**src/rtl/uart_csr_pkg.sv**
```systemverilog
// Shared constants for the UART CSR block: register indices, field positions
// and launch FSM encoding.
package uart_csr_pkg;

    localparam int unsigned IDX_STAT     = 0;
    localparam int unsigned IDX_CTRL     = 1;
    localparam int unsigned IDX_TXDATA   = 2;
    localparam int unsigned IDX_RXDATA   = 3;
    localparam int unsigned IDX_IRQ_EN   = 4;
    localparam int unsigned IDX_IRQ_STAT = 5;

    localparam int unsigned STAT_FSM_ACTIVE = 0;
    localparam int unsigned STAT_TX_BUSY    = 1;
    localparam int unsigned STAT_TX_EMPTY   = 8;
    localparam int unsigned STAT_TX_FULL    = 10;
    localparam int unsigned STAT_RX_BUSY    = 17;
    localparam int unsigned STAT_RX_EMPTY   = 24;
    localparam int unsigned STAT_RX_FULL    = 26;

    localparam int unsigned CTRL_TX_EN       = 0;
    localparam int unsigned CTRL_TX_CONF_LSB = 2;
    localparam int unsigned CTRL_RX_EN       = 16;
    localparam int unsigned CTRL_RX_CONF_LSB = 18;
    localparam int unsigned CTRL_BAUD_LSB    = 30;

    localparam int unsigned IRQ_SRC_N       = 6;
    localparam int unsigned IRQ_RX_AVAIL    = 0;
    localparam int unsigned IRQ_TX_EMPTY    = 1;
    localparam int unsigned IRQ_PARITY_ERR  = 2;
    localparam int unsigned IRQ_STOP_ERR    = 3;
    localparam int unsigned IRQ_RX_OVERRUN  = 4;
    localparam int unsigned IRQ_TX_OVERFLOW = 5;

    localparam logic [1:0] ST_IDLE = 2'd0;
    localparam logic [1:0] ST_POP  = 2'd1;
    localparam logic [1:0] ST_LOAD = 2'd2;
    localparam logic [1:0] ST_WAIT = 2'd3;

endpackage

```
**src/rtl/uart_tx_launch.sv**
```systemverilog
// Launch FSM: pops one character from the Tx FIFO, holds it for the Tx module
// and issues a single start pulse, then waits for the frame to finish.
module uart_tx_launch
    import uart_csr_pkg::*;
#(
    parameter int DATA_W = 8
) (
    input  logic              clk,
    input  logic              rst_n,
    input  logic              tx_en,
    input  logic              fifo_empty,
    input  logic              tx_busy,
    input  logic              tx_done,
    input  logic [DATA_W-1:0] fifo_rdata,
    output logic              fifo_pop,
    output logic              tx_start,
    output logic              active,
    output logic [DATA_W-1:0] tx_data
);

    logic [1:0]        state_reg;
    logic [1:0]        state_next;
    logic [DATA_W-1:0] tx_data_reg;

    // Pop is issued from IDLE so the registered FIFO data lands during POP.
    assign fifo_pop = (state_reg == ST_IDLE) && tx_en && !fifo_empty && !tx_busy;
    assign tx_start = (state_reg == ST_LOAD);
    assign active   = (state_reg != ST_IDLE);
    assign tx_data  = tx_data_reg;

    always_comb begin
        state_next = state_reg;
        case (state_reg)
            ST_IDLE: if (fifo_pop) state_next = ST_POP;
            ST_POP:  state_next = ST_LOAD;
            ST_LOAD: state_next = ST_WAIT;
            ST_WAIT: if (tx_done) state_next = ST_IDLE;
            default: state_next = ST_IDLE;
        endcase
    end

    always_ff @(posedge clk or negedge rst_n) begin
        if (!rst_n) begin
            state_reg   <= ST_IDLE;
            tx_data_reg <= '0;
        end else begin
            state_reg <= state_next;
            if (state_reg == ST_POP) tx_data_reg <= fifo_rdata;
        end
    end

endmodule

```
**src/rtl/uart_csr_ctrl.sv**
```systemverilog
// CPU-facing UART register block: decodes six registers, strobes the external
// Tx/Rx FIFOs and raises a maskable interrupt from sticky W1C flags.
module uart_csr_ctrl
    import uart_csr_pkg::*;
#(
    parameter int MAX_UART_DATA_W = 8,
    parameter int BAUD_RATE_SEL_W = 2,
    parameter int STOP_CONF_W     = 2,
    parameter int DATA_CONF_W     = 2,
    parameter int TOTAL_CONF_W    = STOP_CONF_W + DATA_CONF_W + 1,
    parameter int CPU_ADDR_WIDTH  = 3,
    parameter int CPU_DATA_WIDTH  = 32
) (
    input  logic                       clk_i,
    input  logic                       rst_ni,
    input  logic                       wr_en_cpu_i,
    input  logic                       rd_en_cpu_i,
    input  logic [CPU_ADDR_WIDTH-1:0]  cpu_addr_i,
    input  logic [CPU_DATA_WIDTH-1:0]  cpu_data_i,
    output logic [CPU_DATA_WIDTH-1:0]  cpu_data_o,
    output logic                       irq_o,
    input  logic                       tx_busy_i,
    input  logic                       tx_done_i,
    input  logic                       rx_done_i,
    input  logic                       rx_busy_i,
    input  logic                       rx_parity_err_i,
    input  logic                       rx_stop_err_i,
    input  logic [MAX_UART_DATA_W-1:0] rx_data_i,
    input  logic                       tx_fifo_full_i,
    input  logic                       tx_fifo_empty_i,
    input  logic                       rx_fifo_full_i,
    input  logic                       rx_fifo_empty_i,
    output logic                       tx_fifo_push_o,
    output logic                       tx_fifo_pop_o,
    output logic                       rx_fifo_push_o,
    output logic                       rx_fifo_pop_o,
    output logic [MAX_UART_DATA_W-1:0] tx_fifo_wdata_o,
    output logic [MAX_UART_DATA_W-1:0] rx_fifo_wdata_o,
    input  logic [MAX_UART_DATA_W-1:0] tx_fifo_rdata_i,
    input  logic [MAX_UART_DATA_W-1:0] rx_fifo_rdata_i,
    output logic                       tx_start_o,
    output logic [MAX_UART_DATA_W-1:0] tx_data_o,
    output logic                       tx_en_o,
    output logic                       rx_en_o,
    output logic [TOTAL_CONF_W-1:0]    tx_conf_o,
    output logic [TOTAL_CONF_W-1:0]    rx_conf_o,
    output logic [BAUD_RATE_SEL_W-1:0] baud_sel_o
);

    logic                       tx_en_reg;
    logic                       rx_en_reg;
    logic [TOTAL_CONF_W-1:0]    tx_conf_reg;
    logic [TOTAL_CONF_W-1:0]    rx_conf_reg;
    logic [BAUD_RATE_SEL_W-1:0] baud_sel_reg;
    logic [IRQ_SRC_N-1:0]       irq_en_reg;
    logic [IRQ_SRC_N-1:0]       irq_stat_reg;
    logic [IRQ_SRC_N-1:0]       irq_stat_next;
    logic [IRQ_SRC_N-1:0]       irq_set;
    logic [IRQ_SRC_N-1:0]       irq_clr;
    logic                       irq_reg;
    logic                       tx_empty_prev_reg;
    logic                       rx_rd_pending_reg;
    logic [CPU_DATA_WIDTH-1:0]  rd_data_reg;
    logic [CPU_DATA_WIDTH-1:0]  rd_word;
    logic                       launch_active;
    logic                       unused_wdata_bits;

    logic wr_ctrl, wr_txdata, wr_irq_en, wr_irq_stat, rd_rxdata;

    assign wr_ctrl     = wr_en_cpu_i && (cpu_addr_i == CPU_ADDR_WIDTH'(IDX_CTRL));
    assign wr_txdata   = wr_en_cpu_i && (cpu_addr_i == CPU_ADDR_WIDTH'(IDX_TXDATA));
    assign wr_irq_en   = wr_en_cpu_i && (cpu_addr_i == CPU_ADDR_WIDTH'(IDX_IRQ_EN));
    assign wr_irq_stat = wr_en_cpu_i && (cpu_addr_i == CPU_ADDR_WIDTH'(IDX_IRQ_STAT));
    assign rd_rxdata   = rd_en_cpu_i && (cpu_addr_i == CPU_ADDR_WIDTH'(IDX_RXDATA));

    assign tx_fifo_push_o  = wr_txdata && !tx_fifo_full_i;
    assign tx_fifo_wdata_o = cpu_data_i[MAX_UART_DATA_W-1:0];
    assign rx_fifo_pop_o   = rd_rxdata && !rx_fifo_empty_i;
    assign rx_fifo_push_o  = rx_done_i && !rx_fifo_full_i;
    assign rx_fifo_wdata_o = rx_data_i;

    assign unused_wdata_bits = ^cpu_data_i;

    assign tx_en_o    = tx_en_reg;
    assign rx_en_o    = rx_en_reg;
    assign tx_conf_o  = tx_conf_reg;
    assign rx_conf_o  = rx_conf_reg;
    assign baud_sel_o = baud_sel_reg;
    assign irq_o      = irq_reg;

    // RXDATA is served straight from the FIFO's registered output one cycle after the pop.
    assign cpu_data_o = rx_rd_pending_reg
                      ? {{(CPU_DATA_WIDTH-MAX_UART_DATA_W){1'b0}}, rx_fifo_rdata_i}
                      : rd_data_reg;

    always_comb begin
        irq_set                  = '0;
        irq_set[IRQ_RX_AVAIL]    = !rx_fifo_empty_i;
        irq_set[IRQ_TX_EMPTY]    = tx_fifo_empty_i && !tx_empty_prev_reg;
        irq_set[IRQ_PARITY_ERR]  = rx_done_i && rx_parity_err_i;
        irq_set[IRQ_STOP_ERR]    = rx_done_i && rx_stop_err_i;
        irq_set[IRQ_RX_OVERRUN]  = rx_done_i && rx_fifo_full_i;
        irq_set[IRQ_TX_OVERFLOW] = wr_txdata && tx_fifo_full_i;
        irq_clr                  = wr_irq_stat ? cpu_data_i[IRQ_SRC_N-1:0] : '0;
        irq_stat_next            = (irq_stat_reg & ~irq_clr) | irq_set;
    end

    always_comb begin
        rd_word = '0;
        case (cpu_addr_i)
            CPU_ADDR_WIDTH'(IDX_STAT): begin
                rd_word[STAT_FSM_ACTIVE] = launch_active;
                rd_word[STAT_TX_BUSY]    = tx_busy_i;
                rd_word[STAT_TX_EMPTY]   = tx_fifo_empty_i;
                rd_word[STAT_TX_FULL]    = tx_fifo_full_i;
                rd_word[STAT_RX_BUSY]    = rx_busy_i;
                rd_word[STAT_RX_EMPTY]   = rx_fifo_empty_i;
                rd_word[STAT_RX_FULL]    = rx_fifo_full_i;
            end
            CPU_ADDR_WIDTH'(IDX_CTRL): begin
                rd_word[CTRL_TX_EN]                         = tx_en_reg;
                rd_word[CTRL_TX_CONF_LSB +: TOTAL_CONF_W]   = tx_conf_reg;
                rd_word[CTRL_RX_EN]                         = rx_en_reg;
                rd_word[CTRL_RX_CONF_LSB +: TOTAL_CONF_W]   = rx_conf_reg;
                rd_word[CTRL_BAUD_LSB +: BAUD_RATE_SEL_W]   = baud_sel_reg;
            end
            CPU_ADDR_WIDTH'(IDX_IRQ_EN):   rd_word[IRQ_SRC_N-1:0] = irq_en_reg;
            CPU_ADDR_WIDTH'(IDX_IRQ_STAT): rd_word[IRQ_SRC_N-1:0] = irq_stat_reg;
            default: ;
        endcase
    end

    // The edge detector starts high so an empty FIFO out of reset is not an event.
    always_ff @(posedge clk_i or negedge rst_ni) begin
        if (!rst_ni) begin
            tx_en_reg         <= 1'b0;
            rx_en_reg         <= 1'b0;
            tx_conf_reg       <= '0;
            rx_conf_reg       <= '0;
            baud_sel_reg      <= '0;
            irq_en_reg        <= '0;
            irq_stat_reg      <= '0;
            irq_reg           <= 1'b0;
            tx_empty_prev_reg <= 1'b1;
            rx_rd_pending_reg <= 1'b0;
            rd_data_reg       <= '0;
        end else begin
            if (wr_ctrl) begin
                tx_en_reg    <= cpu_data_i[CTRL_TX_EN];
                tx_conf_reg  <= cpu_data_i[CTRL_TX_CONF_LSB +: TOTAL_CONF_W];
                rx_en_reg    <= cpu_data_i[CTRL_RX_EN];
                rx_conf_reg  <= cpu_data_i[CTRL_RX_CONF_LSB +: TOTAL_CONF_W];
                baud_sel_reg <= cpu_data_i[CTRL_BAUD_LSB +: BAUD_RATE_SEL_W];
            end
            if (wr_irq_en) irq_en_reg <= cpu_data_i[IRQ_SRC_N-1:0];
            irq_stat_reg      <= irq_stat_next;
            irq_reg           <= |(irq_stat_reg & irq_en_reg);
            tx_empty_prev_reg <= tx_fifo_empty_i;
            rx_rd_pending_reg <= rx_fifo_pop_o;
            rd_data_reg       <= rd_en_cpu_i ? rd_word : '0;
        end
    end

    uart_tx_launch #(
        .DATA_W (MAX_UART_DATA_W)
    ) u_launch (
        .clk        (clk_i),
        .rst_n      (rst_ni),
        .tx_en      (tx_en_reg),
        .fifo_empty (tx_fifo_empty_i),
        .tx_busy    (tx_busy_i),
        .tx_done    (tx_done_i),
        .fifo_rdata (tx_fifo_rdata_i),
        .fifo_pop   (tx_fifo_pop_o),
        .tx_start   (tx_start_o),
        .active     (launch_active),
        .tx_data    (tx_data_o)
    );

endmodule

```
**config.mk**
```make
export PLATFORM = sky130hd
export DESIGN_NAME = uart_csr_ctrl
export DESIGN_NICKNAME = d
export VERILOG_FILES = /design/src/rtl/uart_csr_pkg.sv /design/src/rtl/uart_tx_launch.sv /design/src/rtl/uart_csr_ctrl.sv
export SDC_FILE = /design/constraint.sdc
export NUM_CORES = 1
export LEC_CHECK = 0
export CAP_MARGIN = 5
export CORE_ASPECT_RATIO = 1.5
export CORE_MARGIN = 1.5
export CORE_UTILIZATION = 35
export DETAILED_ROUTE_END_ITERATION = 10
export HOLD_SLACK_MARGIN = 0.02
export PLACE_DENSITY = 0.87
export SYNTH_ARGS = -nofsm -noshare
export SYNTH_HDL_FRONTEND = slang
export SYNTH_SLANG_ARGS = --single-unit
```
**constraint.sdc**
```tcl
create_clock -name clk_i -period 1.4 [get_ports clk_i]
set_input_delay 0.28 -clock clk_i [delete_from_list [all_inputs] [get_ports clk_i]]
set_output_delay 0.28 -clock clk_i [all_outputs]
set_load 0.01 [all_outputs]
```
==> flow_summary.toml <==
[timing]
setup_ws_ns = -0.222
rsz0062_at_grt = "true"
clock_skew_ns = 0.00902
hold_viol = 0
timing.fmax_ghz = 0.617
whs_ns = 0.340
drv_slew = 0
post-route-period-util_pct = 116
report.final.setup_viol = 25
finalCriticalPeriod_ns = 1.62

[worst_setup_path]
worstPathMaxFanout = 5
cp.arrival_ns = 1.34
critPathCaptureType = "output port"
path_class = "reg -> out"
required_ns = 1.12
cp-start-kind = "flip-flop"

[outcome]
outcome = "finished, violations left"
violations = "negative setup slack"

[clock_tree]
cts_tree = "done"
cts-buffers-inserted = 9
clockRootBuffer = "clkbuf_16"
clockBufferDepth = 2
path_clk_slew_ns = 0.05
numClockSinks = 59
insertion_delay_ns = 0.33
htree_levels = 3

[routing]
ant_nets = 0
drtIter0Drc = 77
postRouteWirelength_um = 8060
via_count = 2197
post_drt_wl_per_cell_um = 17.1
drt_pass1_iterations = 4
drc = 0
via_per_inst = 4.65

[synth]
ys_warn_count = 0
synth_top_cell_by_area = "dfrtp_1"
synth_top_family_by_area = "multiplexers"
synthDistinctLibCells = 30
yosys-top-cells-area = "dfrtp_1, mux2_2, buf_4, mux2_1, nor2b_1"
ys_seq_area_share_pct = 53.2
synthAdderAreaFrac_pct = 2.25
synth_xor_xnor_area_share_pct = 0
avgSynthCellArea_um2 = 12.5
ys_ff_latch = 59
synthMuxAreaShare_pct = 17.8
synth_compound_area_share_pct = 4.42
synthSimpleGateAreaFrac_pct = 12.8
netlist_instances = 222
syn_area_um2 = 2780
yosys.area.top_type_share_pct = 52.3

[cells_and_area]
final_nets = 443
fillers = 596
drive_gt1_share_pct = 44.3
largest_register_ffs = 20
insertedDiodeCount = 0
syn_to_final_growth_pct = 69.7
final_core_util_pct = 61.5

[grt]
grt_pass1_vias = 2402
grt_max_degree = 19
antenna_found_initial = 0
grt_first_pass_wirelength_um = 12300
track_usage_pct = 19.9
overflow = 0

[pwr]
p_int_w = 0.00487
swShare_pct = 26.9
vdd_ir_drop_max_mv = 1.31
power.switching_w = 0.00179
power.density_nw_per_um2 = 1420
combPwrFrac_pct = 31.8
p_clk_share_pct = 34.5
p_leak_nw = 2.26
p_seq_share_pct = 33.7

[die]
io_pins = 149
num_rows = 39
die-area_um2 = 8480
coreArea_um2 = 7660
dieWidth_um = 75.7
start_util_pct = 36.2
die_height_um = 112

[place]
port_buffers = 103
pre_cts_slack_ns = -0.822
routabilityCongestion = 0.792
hpwl_um = 5290

[job]
maxCapViolations = 0

[min_path]
hp-class = "in -> reg"
-- kinds of logic after synthesis --
family / after synthesis
and+or+nand+nor: 60
DFF: 59
muxes: 43
buffers and inverters: 39
AOI/OAI and AO/OA: 15
adders and majority gates: 5
other: 1
-- power groups by stage --
stage	Combinational (W)	Clock [W]	Sequential [W]
after floorplan	0.000777	0	0.00233
after global placement	0.00183	0	0.00224
after detailed placement	0.00191	0	0.00225
after CTS	0.00199	0.00232	0.00224
after global routing	0.00225	0.00241	0.00229
final	0.00212	0.00230	0.00225
-- layer usage --
metal / routed length [um] / global-route usage, %
met1: 2910 / 21.9
met2: 4400 / 34.3
met3: 387 / 3.77
met5: 0 / 0
met4: 365 / 11.8
-- cell usage after synthesis --
cell type	instances
buf_2	3
nor3b_2	1
a22o_1	5
nor3_2	1
and4b_1	1
nand3_1	2
mux2_2	30
nor2b_1	18
nor3_1	2
ha_1	5
dfstp_2	1
mux2_1	10
dfrtp_1	58
nor2_1	7
nand2_1	8
buf_6	1
mux2i_1	2
buf_4	27
a22oi_1	7
nand2b_1	2
or3b_2	1
inv_1	4
conb_1	1
nor4bb_1	2
a21bo_2	1
a21oi_2	1
mux4_2	1
o21a_1	1
clkbuf_1	4
and2_1	15
-- final cells by class --
| type | instances | area [um2] | area share [%] |
|---|---|---|---|
| Timing Repair Buffer | 157 | 1470 | 31.3 |
| Inverter | 4 | 17.5 | 0.372 |
| Tap cell | 102 | 128 | 2.71 |
| Sequential cell | 59 | 1480 | 31.4 |
| Multi-Input combinational cell | 134 | 1290 | 27.5 |
| Clock inverter | 1 | 30.0 | 0.638 |
| Clock buffer | 15 | 288 | 6.11 |
-- metrics by stage --
step                setup TNS [ns]  area, um2  power [W]  std cells
detailed placement          -28.02       4070    0.00416        441
CTS                          -5.17       4630    0.00654        471
floorplan                        0       2820    0.00310        232
finish                       -3.85       4710    0.00667        472
global route                 -5.07       4710    0.00696        472
global placement            -26.24       4070    0.00407        441
-- cell usage in the layout, fill, tap and decap left out, types with 12 or more instances in the layout --
cell type / count
dfrtp_1: 57
clkdlybuf4s50_1: 38
dlygate4sd2_1: 33
buf_4: 32
buf_6: 27
mux2_2: 21
mux2_4: 19
buf_2: 16
and2_1: 14
nor2b_1: 12
-- worst paths after layout --
kind,from,endpoint,slack (ns),depth (start not counted)
worst min-delay path,tx_fifo_empty_i,tx_empty_prev_reg,0.34,2
worst max register to register,u_launch.state_reg[1],rd_data_reg[0],-0.08,6
min in group asynchronous,rst_ni,u_launch.tx_data[7],0.44,2
worst max-delay path,rx_rd_pending_reg,cpu_data_o[1],-0.22,3
worst min register to register,u_launch.tx_data[1],u_launch.tx_data[1],0.50,1
max in group asynchronous,rst_ni,rx_rd_pending_reg,0.45,3
-- worst max-delay path: stages, from the launching register on --
cell     delay (ns)
dfrtp_2        0.44
buf_6          0.16
mux2_4         0.30
buf_6          0.12
-- repair_timing --
item                                   4_1_cts  5_1_grt
pin swaps                                    6        4
resized for setup                          206       33
endpoints found under the hold margin       10        0
setup buffers                               11        4
hold buffers                                 1        0
setup endpoints to repair                   88       44
gates cloned                                 3        1
Note: power is estimated with default switching activity, not from simulation.
